==> src/rtl/rca4b_pkg.sv <==
// Shared constants for the rca4b ripple-carry adder slice.
package rca4b_pkg;

   // Operand width the adder is built and verified at.
   localparam int unsigned RcaWidth = 4;

endpackage : rca4b_pkg

==> src/rtl/full_adder.sv <==
// Single-bit full adder: one stage of the ripple-carry chain.
module full_adder
   import rca4b_pkg::*;
(
   input  logic a,
   input  logic b,
   input  logic ci,
   output logic s,
   output logic co
);

   logic p;

   // Sum and carry for one bit; p is the propagate term shared by both.
   always_comb begin
      p  = a ^ b;
      s  = p ^ ci;
      co = (a & b) | (ci & p);
   end

endmodule : full_adder

==> src/rtl/rca4b.sv <==
// 4-bit ripple-carry adder with one registered output stage: {co,s} = a + b + c.
module rca4b
   import rca4b_pkg::*;
#(
   parameter int unsigned WIDTH = RcaWidth
) (
   input  logic             clk,
   input  logic             rst_n,
   input  logic [WIDTH-1:0] a,
   input  logic [WIDTH-1:0] b,
   input  logic             c,
   output logic [WIDTH-1:0] s,
   output logic             co
);

   logic [WIDTH:0]   carry;
   logic [WIDTH-1:0] sum;
   logic [WIDTH-1:0] s_d, s_q;
   logic             co_d, co_q;

   assign carry[0] = c;

   // Carry chain runs LSB to MSB; carry[WIDTH] is the final carry-out.
   for (genvar i = 0; i < WIDTH; i++) begin : g_fa
      full_adder u_fa (
         .a  (a[i]),
         .b  (b[i]),
         .ci (carry[i]),
         .s  (sum[i]),
         .co (carry[i+1])
      );
   end : g_fa

   // Next-state of the output register is the settled ripple result.
   always_comb begin
      s_d  = sum;
      co_d = carry[WIDTH];
   end

   // Output register; asynchronous reset discards any in-flight result.
   always_ff @(posedge clk or negedge rst_n) begin
      if (!rst_n) begin
         s_q  <= '0;
         co_q <= 1'b0;
      end else begin
         s_q  <= s_d;
         co_q <= co_d;
      end
   end

   assign s  = s_q;
   assign co = co_q;

endmodule : rca4b

==> config.mk <==
export PLATFORM = sky130hd
export DESIGN_NAME = rca4b
export DESIGN_NICKNAME = d
export VERILOG_FILES = /design/src/rtl/rca4b_pkg.sv /design/src/rtl/full_adder.sv /design/src/rtl/rca4b.sv
export SDC_FILE = /design/constraint.sdc
export NUM_CORES = 1
export LEC_CHECK = 0
export BUFFER_PORTS_ARGS = -buffer_cell sky130_fd_sc_hd__buf_2
export CAP_MARGIN = 20
export CORE_AREA = 2 2 39 41
export DETAILED_ROUTE_END_ITERATION = 8
export DIE_AREA = 0 0 41 43
export PLACE_DENSITY_LB_ADDON = 0.08
export SYNTH_ARGS = -nofsm -noshare
export SYNTH_HDL_FRONTEND = slang
export SYNTH_SLANG_ARGS = --single-unit
==> constraint.sdc <==
create_clock -name clk -period 1.4 [get_ports clk]
set_clock_uncertainty 0.15 [all_clocks]
set_input_delay 0.28 -clock clk [delete_from_list [all_inputs] [get_ports clk]]
set_output_delay 0.28 -clock clk [all_outputs]
set_load 0.02 [all_outputs]
==> run_results.csv, run 1 <==
group,metric,value,unit
global_routing,antenna_found_initial,0,
setup_path,crit_required,1440,ps
placement,place.gp.congestion,0.556,
timing,fin_tns_setup,-688,ps
pwr,seqPwrFrac,37.5,%
timing,layout_min_cycle_time,1810,ps
setup_path,crit_fanout,1,
run,drv_cap,0,
placement,place_inst,50,
clocking,clkSinkCount,5,
timing,hold_violations,0,
timing,fin_crit_sh,129,%
run_status,violations,"setup timing",
floorplanning,die_w,41,um
pwr,p_comb_share,27.0,%
route,detail-route-antenna-nets,0,
clocking,h-tree-depth,1,
hold_path,holdPathStages,2,
route,dr.first_iter.drc_count,1,
setup_path,cp-start-kind,"primary input",
route,routed_wl,384,um
floorplanning,start_util,17.5,%
setup_path,path_class,"primary input to flop",
hold_path,hold_path_class,"primary input to flop",
pwr,p_leak,0.220,nW
placement,portBuffers,15,
synth,ys_warn_count,0,
clocking,cts_buffer_depth,2,
pwr,internal_power,0.000324,W
finish,finalNonFillerCells,55,
route,drc,0,
global_routing,grt_pass1_vias,156,
pwr,p_per_area,1100,mW/mm2
timing,max_clock_freq,552,MHz
synth,synthCells,19,
global_routing,grt_pass1_wl,579,um
timing,setup_ws,-411,ps
hold_path,hold_path.startpoint,"b[1]",
floorplanning,ios,16,
setup_path,cp_data_arrival_time,1850,ps
route,post_drt_wl_per_cell,6.98,um
synth,synth.avg_cell_area,12.8,um2
synth,yosys_register_bits,5,
finish,diodes,0,
synth,synth-seq-area-share,51.5,%
clocking,cts-buffers-inserted,3,
route,num_vias,174,
pwr,ir_drop,0.325,mV
floorplanning,core_area,0.00138,mm2
route,first_pass_iters,4,
timing,rsz0062_at_grt,"true",
placement,dpl_cell_area,365,um2
global_routing,gr-usage-all-layers,5.77,%
pwr,p_sw,0.000137,W
timing,setup_viol,3,
clocking,cts_tree,"done",
floorplanning,num_rows,14,
clocking,root_buffer,"clkbuf_4",
hold_path,hold_end,"s[1]",
pwr,p_sw_share,29.6,%
finish,fin_area,419,um2
route,viasPerCell,3.16,
synth,synth_cell_types,3,
clocking,cts_setup_buffers,0,
run_status,outcome,"finished, violations left",
timing,timing.final.max_slew_violations,0,
floorplanning,die_h,43,um
global_routing,grt_start_max_net_pins,6,
timing,slew_headroom,92.8,%
global_routing,gr-total-overflow,0,
synth,synth_nets,34,
setup_path,cp-end-kind,"flop",
finish,syn_to_final_growth,72.7,%
synth,synth.cell_area,243,um2
finish,nets,55,
floorplanning,design.die.area,0.00176,mm2
pwr,pwr-share-clk,35.6,%
finish,drive_gt1_share,76.9,%
timing,worst_slew_pin_slew,107,ps
clocking,path_clk_slew,50,ps
## worst max path at each step
stage | startpoint | endpoint | slack, ps
6_report | a[0] | s[3] | -410
2_1_floorplan | a[0] | s[3] | -510
5_1_grt | a[0] | s[3] | -450
3_5_place_dp | a[0] | s[3] | -720
3_3_place_gp | a[0] | s[3] | -720
4_1_cts | a[0] | s[3] | -410
## flip-flops by register name (all words and copies together), names as in the netlist
name / cells
co: 1
s: 4
## power by group through the flow
stage                     Clock, W  Sequential (W)  Combinational (W)
after floorplan                  0        0.000208          0.0000319
after global placement           0        0.000174           0.000116
after detailed placement         0        0.000175           0.000117
after CTS                 0.000172        0.000173           0.000124
after global routing      0.000186        0.000174           0.000140
final                     0.000164        0.000173           0.000124
## what timing repair did
| item | in CTS | in global routing |
|---|---|---|
| hold buffers | 1 | 0 |
| endpoints found under the hold margin | 5 | 0 |
| endpoints found under the setup margin | 3 | 3 |
| resized for setup | 5 | 2 |
## metal layers
metal	routed length [um]	track usage, %
met1	135	5.61
met2	185	6.88
met5	0	0
met4	0	8.00
met3	62	3.14
## cell usage after synthesis
cell | n | area share [%]
inv_1 | 10 | 15
fa_1 | 4 | 33
dfrtp_1 | 5 | 52
## per-stage QoR
stage	setup WS (ps)	hold WS, ps	total power, W	util, %
final	-411	200	0.000461	30.3
after global routing	-455	197	0.000500	30.3
after CTS	-409	197	0.000470	30.3
after detailed placement	-720	-53.6	0.000293	26.4
after global placement	-723	-56.2	0.000290	26.4
after floorplan	-513	-166	0.000240	-
## cell type report
cell class / instances / area (um2)
Clock inverter: 1 / 5.00
Clock buffer: 3 / 22.5
Sequential cell: 5 / 125
Timing Repair Buffer: 16 / 101
Tap cell: 16 / 20.0
Multi-Input combinational cell: 4 / 90.1
Inverter: 10 / 55.1
Fill cell: 149 / 965
## placed cells by master, fill, tap and decap left out, drive strengths merged
cell	Yosys	routed
dfrtp	5	5
inv	10	10
fa	4	4
dlygate4sd3	0	1
buf	0	15
clkbuf	0	3
clkinv	0	1
## kinds of logic (layout without fill, tap and decap cells)
family                     after synthesis  count (layout)  synth area share, %
DFF                                      5               5                 51.5
buffers and inverters                   10              30                 15.5
adders and majority gates                4               4                 33.0
## worst max-delay path: stages
cell and delay, ps:
buf_8 110, inv_12 40, fa_2 180, inv_2 30, fa_2 330, fa_2 340, inv_2 60, fa_2 420
inv_2 50
Power figures use the tool's default switching activity.
==> run 2, diff against run 1 <==
--- a/config.mk
+++ b/config.mk
@@ -8,6 +8,7 @@
 export BUFFER_PORTS_ARGS = -buffer_cell sky130_fd_sc_hd__buf_2
 export CAP_MARGIN = 20
 export CORE_AREA = 2 2 39 41
+export CTS_BUF_LIST = sky130_fd_sc_hd__clkbuf_8
 export DETAILED_ROUTE_END_ITERATION = 8
 export DIE_AREA = 0 0 41 43
 export PLACE_DENSITY_LB_ADDON = 0.08
==> run_results.csv, run 2 (synthesized netlist as in run 1, its figures left out) <==
group,metric,value,unit
route,first_pass_iters,1,
route,post_drt_wl_per_cell,6.91,um
pwr,ir_drop,0.391,mV
timing,hold_violations,0,
finish,final_common_cell,"buf_2",
setup_path,cp_cell_sequence,"buf_8 > inv_12 > fa_2 > inv_2 > fa_2 > fa_2 > inv_2 > fa_2 > inv_2",
floorplanning,die_w,41,um
floorplanning,start_util,17.5,%
setup_path,timing.critical_path.buf_inv,5,
floorplanning,core_area,0.00138,mm2
global_routing,gr-usage-all-layers,5.77,%
setup_path,crit_slowest_cell,"fa_2",
placement,place_inst,50,
floorplanning,design.die.area,0.00176,mm2
setup_path,path_class,"primary input to flop",
finish,most-common-layout-cells,"buf_2 (13), inv_2 (5), dfrtp_1 (5)",
clocking,root_buffer,"clkbuf_8",
timing,fin_crit_sh,131,%
timing,whs,224,ps
pwr,pwr-share-clk,46.7,%
run_status,outcome,"finished, violations left",
pwr,p_sw_share,26.0,%
clocking,path_clk_slew,40,ps
setup_path,crit_required,1410,ps
timing,timing.final.max_slew_violations,0,
route,routed_wl,380,um
route,dr.first_iter.drc_count,0,
route,detail-route-antenna-nets,0,
pwr,p_per_area,1270,mW/mm2
route,viasPerCell,3.13,
clocking,cts-buffers-inserted,3,
clocking,cts_buffer_depth,2,
setup_path,crit_cells,9,
placement,place.gp.congestion,0.556,
timing,max_clock_freq,545,MHz
setup_path,slowest_delay,420,ps
setup_path,crit_fanout,1,
clocking,h-tree-depth,1,
timing,layout_min_cycle_time,1840,ps
hold_path,hold_path_class,"primary input to flop",
finish,drive_gt1_share,76.9,%
pwr,p_leak,0.227,nW
setup_path,cp-start-kind,"primary input",
clocking,cts_setup_buffers,0,
finish,fin_area,438,um2
finish,syn_to_final_growth,80.4,%
route,num_vias,172,
route,drc,0,
placement,portBuffers,15,
finish,diodes,0,
run_status,violations,"setup timing",
timing,slew_headroom,92.8,%
pwr,internal_power,0.000412,W
global_routing,antenna_found_initial,0,
timing,setup_ws,-436,ps
setup_path,critical_path.top_delay_family,"adder cells",
pwr,total_power,0.000557,W
finish,finalNonFillerCells,55,
pwr,p_sw,0.000145,W
timing,worst_slew_pin_slew,107,ps
floorplanning,ios,16,
placement,dp_slack,-720,ps
pwr,seqPwrFrac,31.1,%
run,drv_cap,0,
hold_path,holdPathStages,2,
setup_path,cp_common_cell,"fa_2",
setup_path,cp_data_arrival_time,1850,ps
global_routing,gr-total-overflow,0,
floorplanning,die_h,43,um
global_routing,grt_start_max_net_pins,6,
clocking,clkSinkCount,5,
finish,largest_reg_flops,4,
clocking,cts_tree,"done",
finish,nets,55,
timing,setup_viol,3,
global_routing,grt_pass1_wl,579,um
placement,dpl_cell_area,365,um2
global_routing,grt_pass1_vias,157,
floorplanning,num_rows,14,
timing,rsz0062_at_grt,"true",
pwr,p_comb_share,22.2,%
setup_path,cp-end-kind,"flop",
run 2: what timing repair did:
action                                 in CTS  in global routing
hold buffers                                1                  0
setup endpoints to repair                   3                  3
gates resized for setup                     5                  2
endpoints found under the hold margin       5                  0
run 2: final cells by class:
type	count	area (um2)
fill	147	946
sequential	5	125
timing repair buffer	16	101
multi-input combinational	4	90.1
inverter	10	55.1
clock buffer	3	41.3
tap	16	20.0
clock inverter	1	5.00
run 2: power by group through the flow:
stage | Sequential (W) | Clock, W | Combinational [W]
after global routing | 0.000175 | 0.000281 | 0.000140
after floorplan | 0.000208 | 0 | 0.0000319
after CTS | 0.000173 | 0.000271 | 0.000124
final | 0.000173 | 0.000260 | 0.000124
after detailed placement | 0.000175 | 0 | 0.000117
after global placement | 0.000174 | 0 | 0.000116
run 2: path summary, 6_finish.rpt:
path / from / to
worst max-delay path: a[0] / s[3]
worst min-delay path: b[1] / s[1]
max in group asynchronous: rst_n / s[0]
min in group asynchronous: rst_n / s[2]
run 2: layer usage:
metal	up-vias	GRT usage (%)	share of wire, %
met4	0	8.00	0
li1	86	-	-
met3	0	3.14	16
met5	-	0	0
met2	11	6.88	49
met1	75	5.61	35
run 2: metrics by stage:
| step | utilization (%) | setup TNS (ps) |
|---|---|---|
| after floorplan | - | -999 |
| after global placement | 26.4 | -1830 |
| after detailed placement | 26.4 | -1850 |
| after CTS | 31.6 | -767 |
| after global routing | 31.6 | -899 |
| final | 31.6 | -758 |
==> run 3, diff against run 2 <==
==> constraint.sdc (replaced) <==
create_clock -name clk -period 1.4 [get_ports clk]
set_clock_uncertainty 0.15 [all_clocks]
set_input_delay 0.14 -clock clk [delete_from_list [all_inputs] [get_ports clk]]
set_output_delay 0.14 -clock clk [all_outputs]
set_load 0.02 [all_outputs]
==> run_results.csv, run 3 (synthesized netlist as in run 1, its figures left out) <==
group,metric,value,unit
timing,setup_ws,-302,ps
setup_path,cp-start-kind,"primary input",
placement,portBuffers,15,
finish,most-common-layout-cells,"buf_2 (13), inv_2 (5), dfrtp_1 (5)",
finish,final_common_cell,"buf_2",
run_status,outcome,"finished, violations left",
clocking,cts_setup_buffers,0,
timing,rsz0062_at_grt,"true",
timing,max_clock_freq,588,MHz
floorplanning,ios,16,
route,drc,0,
finish,syn_to_final_growth,79.9,%
route,viasPerCell,3.16,
timing,slew_headroom,93.0,%
floorplanning,num_rows,14,
pwr,total_power,0.000548,W
setup_path,slowest_delay,420,ps
route,post_drt_wl_per_cell,6.93,um
global_routing,grt.busiest_layer,"met4",
timing,worst_slew_pin_slew,104,ps
finish,drive_gt1_share,74.4,%
setup_path,cp-end-kind,"flop",
setup_path,cp_cell_sequence,"buf_8 > inv_12 > fa_2 > inv_2 > fa_2 > fa_2 > inv_2 > fa_2 > inv_2",
global_routing,grt_util_met2,6.88,%
finish,fill_cells,148,
global_routing,grtUsageMet3,3.14,%
route,routed_wl,381,um
clocking,cts_tree,"done",
global_routing,gr-total-overflow,0,
route,first_pass_iters,1,
floorplanning,design.die.area,0.00176,mm2
floorplanning,start_util,17.5,%
placement,dp_slack,-580,ps
setup_path,cp_common_cell,"fa_2",
finish,nets,55,
route,detail-route-antenna-nets,0,
global_routing,grt_pass1_wl,621,um
timing,timing.final.max_slew_violations,0,
setup_path,path_class,"primary input to flop",
global_routing,antenna_found_initial,0,
clocking,cts_buffer_depth,2,
placement,place.gp.congestion,0.545,
floorplanning,core_area,0.00138,mm2
timing,layout_min_cycle_time,1700,ps
finish,largest_reg_flops,4,
clocking,clkSinkCount,5,
finish,diodes,0,
run,drv_cap,0,
clocking,root_buffer,"clkbuf_8",
setup_path,cp_data_arrival_time,1710,ps
floorplanning,die_h,43,um
clocking,path_clk_slew,30,ps
pwr,ir_drop,0.373,mV
hold_path,hold_path_class,"primary input to flop",
finish,final_util,31.6,%
placement,dpl.hpwl,325,um
timing,fin_crit_sh,122,%
global_routing,grt.met1_usage,5.96,%
route,dr.first_iter.drc_count,0,
pwr,p_leak,0.229,nW
clocking,h-tree-depth,1,
run_status,violations,"setup timing",
floorplanning,die_w,41,um
timing,hold_violations,0,
setup_path,crit_fanout,1,
route,num_vias,174,
global_routing,grt_pass1_vias,171,
clocking,cts-buffers-inserted,3,
global_routing,grt_start_max_net_pins,6,
setup_path,crit_slowest_cell,"fa_2",
setup_path,crit_required,1410,ps
pwr,p_per_area,1250,mW/mm2
timing,setup_viol,2,
global_routing,gr-usage-all-layers,5.88,%
run 3: area by class of cell:
| class | count | area (um2) | share of cell area (%) |
|---|---|---|---|
| flip-flops and latches | 5 | 125 | 28.7 |
| well taps | 16 | 20.0 | 4.58 |
| multi-input cells | 4 | 90.1 | 20.6 |
| clock inverters | 1 | 3.75 | 0.860 |
| inverters | 10 | 55.1 | 12.6 |
| repair buffers | 16 | 101 | 23.2 |
| clock buffers | 3 | 41.3 | 9.46 |
run 3: critical path: cells and delay by family:
kind	cells	cell delay, ps
buffers and inverters	5	290
adders and majority gates	4	1270
run 3: final timing paths:
| path | start | depth (start not counted) | endpoint | slack, ps |
|---|---|---|---|---|
| worst max-delay path | a[0] | 9 | s[3] | -300 |
| worst min-delay path | b[2] | 2 | s[2] | 90 |
| max in group asynchronous | rst_n | 2 | s[3] | 860 |
| min in group asynchronous | rst_n | 2 | s[1] | 120 |
run 3: timing repair:
item | CTS | global route
resized for setup | 6 | 1
setup endpoints to repair | 3 | 2
hold buffers | 1 | 0
endpoints found under the hold margin | 5 | 0
run 3: per-stage QoR:
step / hold slack (ps) / std cells / setup TNS, ps / cell area (um2)
finish: 89.9 / 55 / -390 / 437
global route: 101 / 55 / -511 / 437
CTS: 90.0 / 55 / -395 / 437
detailed placement: -196 / 50 / -1290 / 365
global placement: -196 / 50 / -1290 / 365
floorplan: -306 / 19 / -575 / 270
run 3: report_power, final:
part | total [W] | internal [W] | switching [W]
clock network | 0.000251 | 0.000187 | 0.0000634
logic | 0.000124 | 0.0000526 | 0.0000711
registers | 0.000173 | 0.000169 | 0.00000467
total | 0.000548 | 0.000409 | 0.000139
run 3: routing by layer:
metal,vias up,routed length (um)
li1,86,-
met1,77,143
met2,11,176
met3,0,62
met4,0,0
met5,-,0
